### src/rtl/regfile_pkg.sv
// ---------------------------------------------------------------------------
// regfile_pkg : shared types, defaults and helpers for the regfile_mp block
// Revision    : 1.0
// ---------------------------------------------------------------------------
`default_nettype none

package regfile_pkg;

  typedef enum logic [0:0] {
    CLEAR = 1'b0,
    READY = 1'b1
  } clr_state_t;

  localparam int DEF_WIDTH = 32;
  localparam int DEF_DEPTH = 32;

  function automatic int addr_width(input int depth);
    return $clog2(depth);
  endfunction

endpackage

`default_nettype wire

### src/rtl/regfile_clr_ctrl.sv
// ---------------------------------------------------------------------------
// regfile_clr_ctrl : post-reset clear sequencer, zeroes one entry per cycle
// Revision         : 1.0
// ---------------------------------------------------------------------------
`default_nettype none

module regfile_clr_ctrl
  import regfile_pkg::*;
#(
  parameter  int DEPTH = DEF_DEPTH,
  localparam int AW    = addr_width(DEPTH)
) (
  input  logic          clk_i,
  input  logic          reset_n_i,
  output logic          ready_o,
  output logic          clr_we_o,
  output logic [AW-1:0] clr_addr_o
);

  clr_state_t    state_q, state_d;
  logic [AW-1:0] idx_q, idx_d;

  always_ff @(posedge clk_i) begin
    if (!reset_n_i) begin
      state_q <= CLEAR;
      idx_q   <= '0;
    end else begin
      state_q <= state_d;
      idx_q   <= idx_d;
    end
  end

  // The counter wraps on the final clear, but the FSM has already left CLEAR.
  always_comb begin
    state_d = state_q;
    idx_d   = idx_q;
    if (state_q == CLEAR) begin
      idx_d = idx_q + 1'b1;
      if (idx_q == AW'(DEPTH - 1)) begin
        state_d = READY;
      end
    end
  end

  assign ready_o    = (state_q == READY);
  assign clr_we_o   = (state_q == CLEAR);
  assign clr_addr_o = idx_q;

endmodule

`default_nettype wire

### src/rtl/regfile_mp.sv
// ---------------------------------------------------------------------------
// regfile_mp : parametrised multi-port register file with post-reset clear.
//              Optional same-cycle write-to-read bypass: REGFILE_BYPASS_EN.
// Revision   : 1.0
// ---------------------------------------------------------------------------
`default_nettype none

module regfile_mp
  import regfile_pkg::*;
#(
  parameter  int WIDTH    = DEF_WIDTH,
  parameter  int DEPTH    = DEF_DEPTH,
  parameter  int NREAD    = 2,
  parameter  int NWRITE   = 1,
  parameter  int ZERO_REG = 1,
  localparam int AW       = addr_width(DEPTH)
) (
  input  logic                         clk,
  input  logic                         reset_n,
  output logic                         ready,
  input  logic [NWRITE-1:0]            we,
  input  logic [NWRITE-1:0][AW-1:0]    wa,
  input  logic [NWRITE-1:0][WIDTH-1:0] wd,
  input  logic [NREAD-1:0][AW-1:0]     ra,
  output logic [NREAD-1:0][WIDTH-1:0]  rd
);

  logic [WIDTH-1:0] rf_q [DEPTH];
  logic             clr_we;
  logic [AW-1:0]    clr_addr;

  regfile_clr_ctrl #(
    .DEPTH (DEPTH)
  ) u_clr_ctrl (
    .clk_i      (clk),
    .reset_n_i  (reset_n),
    .ready_o    (ready),
    .clr_we_o   (clr_we),
    .clr_addr_o (clr_addr)
  );

  // Ascending port order lets the highest-numbered port win a collision.
  always_ff @(posedge clk) begin
    if (clr_we) begin
      rf_q[clr_addr] <= '0;
    end else begin
      for (int p = 0; p < NWRITE; p++) begin
        if (we[p] && !((ZERO_REG != 0) && (wa[p] == '0))) begin
          rf_q[wa[p]] <= wd[p];
        end
      end
    end
  end

  generate
    for (genvar i = 0; i < NREAD; i++) begin : g_rd
      always_comb begin
        rd[i] = '0;
        if (ready && !((ZERO_REG != 0) && (ra[i] == '0))) begin
          rd[i] = rf_q[ra[i]];
`ifdef REGFILE_BYPASS_EN
          for (int p = 0; p < NWRITE; p++) begin
            if (we[p] && (wa[p] == ra[i])) begin
              rd[i] = wd[p];
            end
          end
`endif
        end
      end
    end
  endgenerate

endmodule

`default_nettype wire
### config.mk
export PLATFORM = sky130hd
export DESIGN_NAME = regfile_mp
export DESIGN_NICKNAME = d
export VERILOG_FILES = /design/src/rtl/regfile_pkg.sv /design/src/rtl/regfile_clr_ctrl.sv /design/src/rtl/regfile_mp.sv
export SDC_FILE = /design/constraint.sdc
export NUM_CORES = 1
export LEC_CHECK = 0
export ABC_CLOCK_PERIOD_IN_PS = 5800
export CORE_MARGIN = 8
export CORE_UTILIZATION = 49
export DETAILED_ROUTE_END_ITERATION = 8
export PLACE_DENSITY = 0.65
export SLEW_MARGIN = 20
export SYNTH_ARGS = -nofsm -noshare
export SYNTH_HDL_FRONTEND = slang
export SYNTH_SLANG_ARGS = --single-unit
### constraint.sdc
create_clock -name clk -period 5.8 [get_ports clk]
set_input_delay 1.16 -clock clk [delete_from_list [all_inputs] [get_ports clk]]
set_output_delay 1.16 -clock clk [all_outputs]
set_load 0.02 [all_outputs]
==> flow_summary.toml, run 1 <==
[synthesis]
seq_area_frac_synth = 0.639
synth_edf_count = 1024
synth_warnings = 0
synthFlopType = "edfxtp_1"
netlist_area_mm2 = 0.0483
ys_ff_latch = 1030
yosys.cell_types.count = 51
synth_area_per_cell_um2 = 19.0
async_flop_share = 0
synth_cells = 2545
syn-num-nets = 2597

[sta]
fin_skew_ns = 0.0207
min_period_ns = 5.88
rsz0062_at_grt = "false"
fmax_ghz = 0.170
hold_violations = 0
setup_viol = 1
maxSlewViolCount = 0
tightestPinTransition_ns = 1.14
hold_ws_ns = 0.631
setup_ws_ns = -0.0768
fin_crit_sh = 1.01
slew_headroom = 0.241

[status]
outcome = "finished, violations left"
violations = "setup timing"

[critical_path]
cp.required_ns = 4.64
crit_chain = "clkdlybuf4s50_1 > nand3b_1 > buf_4 > buf_4 > o221ai_1 > clkdlybuf4s50_1"
cp-start-kind = "primary input"
path_max_fanout = 13
slowest_stage = "nand3b_1"
crit_family = "buffers and inverters"
arrival_ns = 4.72
slowest_delay_ns = 0.85
worst-setup-path-type = "primary input to output port"
end_kind = "output port"
path_buf_inv = 4

[cts]
post-cts-setup-buffer-count = 0
clockRootBuffer = "clkbuf_16"
clock_latency_ns = 0.70
cts_resized = 0
clockBufferDepth = 3
cts_sinks = 1030
cts.hold.buffers_added = 0
cts_tree = "yes"
cts_htree_levels = 3
cts_made_buffers = 108
clk_pin_slew_worst_paths_ns = 0.06

[global_route]
grt_max_degree = 91
grt_pass1_vias = 28801
antenna_found_initial = 5
grt_use_total = 0.276
gr-total-overflow = 0
grt_pass1_wl_um = 214000

[power_and_ir_drop]
irDropWorstVdd_uv = 255
power-per-cell-area_mw_per_mm2 = 289
p_sw_frac = 0.222
power_frac_seq = 0.515
intPower_mw = 12.4
p_total_mw = 15.9
p_sw_mw = 3.53
combPwrFrac = 0.062
p_leak_nw = 18.8
clkPwrFrac = 0.423

[cells_and_area]
area_growth_pct = 14.2
final_area_mm2 = 0.0552
regArea_mm2 = 0.0309
multi_input_area_mm2 = 0.0167
drive_gt1_frac = 0.307
layout.nets = 2772
final.fill_count = 7232

[routing]
finalWirelength_um = 152000
drtAntennaViolNets = 0
wl_per_cell_um = 37.1
via_per_inst = 6.99
route.detailed.drc = 0
vias = 28642
firstDrtPassIters = 6
drt-initial-drc-count = 3768

[die]
core_area_mm2 = 0.0980
fp-row-count = 115
die_h_um = 330
fp.dieW_um = 330
die_area_mm2 = 0.109
boundaryPins = 115
start_util = 0.493

[place]
io_buffer_count = 114
post-dp-hpwl_um = 95700
place_area_mm2 = 0.0517
gp_congestion = 0.876

[min_path]
hold_class = "flop to flop"

[job]
drv_cap = 0
[final timing paths]
| path | startpoint | end | slack, ns | cells past startpoint |
|---|---|---|---|---|
| min | u_clr_ctrl.clr_addr_o[1]$_SDFFE_PN0N_ | u_clr_ctrl.clr_addr_o[1]$_SDFFE_PN0N_ | 0.63 | 2 |
| max reg2reg | u_clr_ctrl.ready_o$_SDFF_PN0_ | rf_q[20][28]$_DFFE_PP_ | 2.23 | 6 |
| min reg2reg | u_clr_ctrl.clr_addr_o[1]$_SDFFE_PN0N_ | u_clr_ctrl.clr_addr_o[1]$_SDFFE_PN0N_ | 0.63 | 2 |
| max | ra[8] | rd[41] | -0.08 | 6 |
[cells in the final DEF (no fill, tap or decap), types with 8 or more instances in the layout]
cell                n
clkbuf_16         108
bufinv_16           9
buf_12             24
a31oi_1            25
nor2_4             32
nor2b_1            16
and2_1             22
clkinv_2           16
clkbuf_1           20
a211oi_1            9
nor2_1              8
o22a_1             22
mux4_2            418
mux2i_1           311
clkdlybuf4s50_1    94
or2_2              19
a211o_1            23
clkinv_1           32
o221ai_1           28
edfxtp_1         1024
nor3_1             11
nand3_1            49
o22ai_1            33
buf_8               8
buf_4             136
mux2_2             47
a21oi_1            29
and2_2             17
nand2_1            66
a22oi_1            65
nand4_1            13
[final cells by class]
type                            count  area share
Timing Repair Buffer              265      0.0468
Inverter                            5    0.000340
Clock buffer                      128      0.0503
Clock inverter                     72      0.0114
Tap cell                         1287      0.0292
Multi-Input combinational cell   1310       0.302
Antenna cell                        2   0.0000907
Sequential cell                  1030       0.559
[registers in the layout, indices dropped and copies added, names as in the netlist]
register               count
u_clr_ctrl.ready_o         1
rf_q                    1024
u_clr_ctrl.clr_addr_o      5
[cell usage after synthesis (all sizes together) (28+ instances only)]
library cell / number / area, um^2
edfxtp: 1024 / 30700
mux4: 418 / 9410
mux2i: 311 / 3110
buf: 134 / 797
clkbuf: 66 / 248
nand2: 66 / 248
a22oi: 65 / 488
nand3: 50 / 250
mux2: 47 / 529
nor2: 41 / 154
and2: 39 / 244
o22ai: 33 / 206
a21oi: 32 / 160
o221ai: 28 / 245
[power by group through the flow]
stage | clock [mW] | sequential [mW] | combinational (mW)
final | 6.73 | 8.20 | 0.989
after global routing | 7.05 | 8.20 | 1.02
after CTS | 6.79 | 8.19 | 0.986
after detailed placement | 0 | 8.35 | 0.984
after global placement | 0 | 8.34 | 0.977
after floorplan | 0 | 8.34 | 0.636
[per-layer routing]
| metal | share of wire | global-route usage | wire (um) | vias to the layer above |
|---|---|---|---|---|
| met5 | 0.00018 | 0 | 27 | - |
| met4 | 0.035 | 0.0973 | 5340 | 4 |
| met3 | 0.12 | 0.0718 | 17900 | 307 |
| met2 | 0.46 | 0.420 | 69400 | 1899 |
| met1 | 0.39 | 0.387 | 59300 | 15206 |
| li1 | - | - | - | 11226 |
[cell families (layout without fill, tap and decap cells)]
group           count (synthesis)  after routing  share of synthesized area
flops                        1030           1030                      0.639
mux                           776            776                      0.270
simple gates                  277            277                     0.0292
compound gates                253            253                     0.0386
buf+inv                       205            470                     0.0220
fa+ha+maj                       2              2                   0.000518
xor+xnor                        2              2                   0.000363
other cells                     0              2                          0
[per-stage QoR]
step | setup WS [ns] | TNS (ns) | utilization | instances
5_1_grt | 0.0655 | 0 | 0.563 | 4097
6_report | -0.0768 | -0.0768 | 0.563 | 4099
2_1_floorplan | 1.64 | 0 | - | 2545
4_1_cts | 0.110 | 0 | 0.562 | 4093
3_5_place_dp | 0.145 | 0 | 0.527 | 3893
3_3_place_gp | 0.239 | 0 | 0.527 | 3893
[worst register-to-register path: stages, from the launching register on]
cell	delay [ns]
dfxtp_1	0.58
buf_4	0.41
and2_1	0.38
nand2_1	0.09
o32a_1	0.49
nor2_4	0.84
buf_4	0.43
Note: power is estimated with default switching activity, not from simulation.
==> run 2, diff against run 1 <==
--- a/config.mk
+++ b/config.mk
@@ -6,6 +6,7 @@
 export NUM_CORES = 1
 export LEC_CHECK = 0
 export ABC_CLOCK_PERIOD_IN_PS = 5800
+export CAP_MARGIN = 5
 export CORE_MARGIN = 8
 export CORE_UTILIZATION = 49
 export DETAILED_ROUTE_END_ITERATION = 8
==> results of run 2 <==
The final DEF is identical to that of run 1; final timing and power are the same.
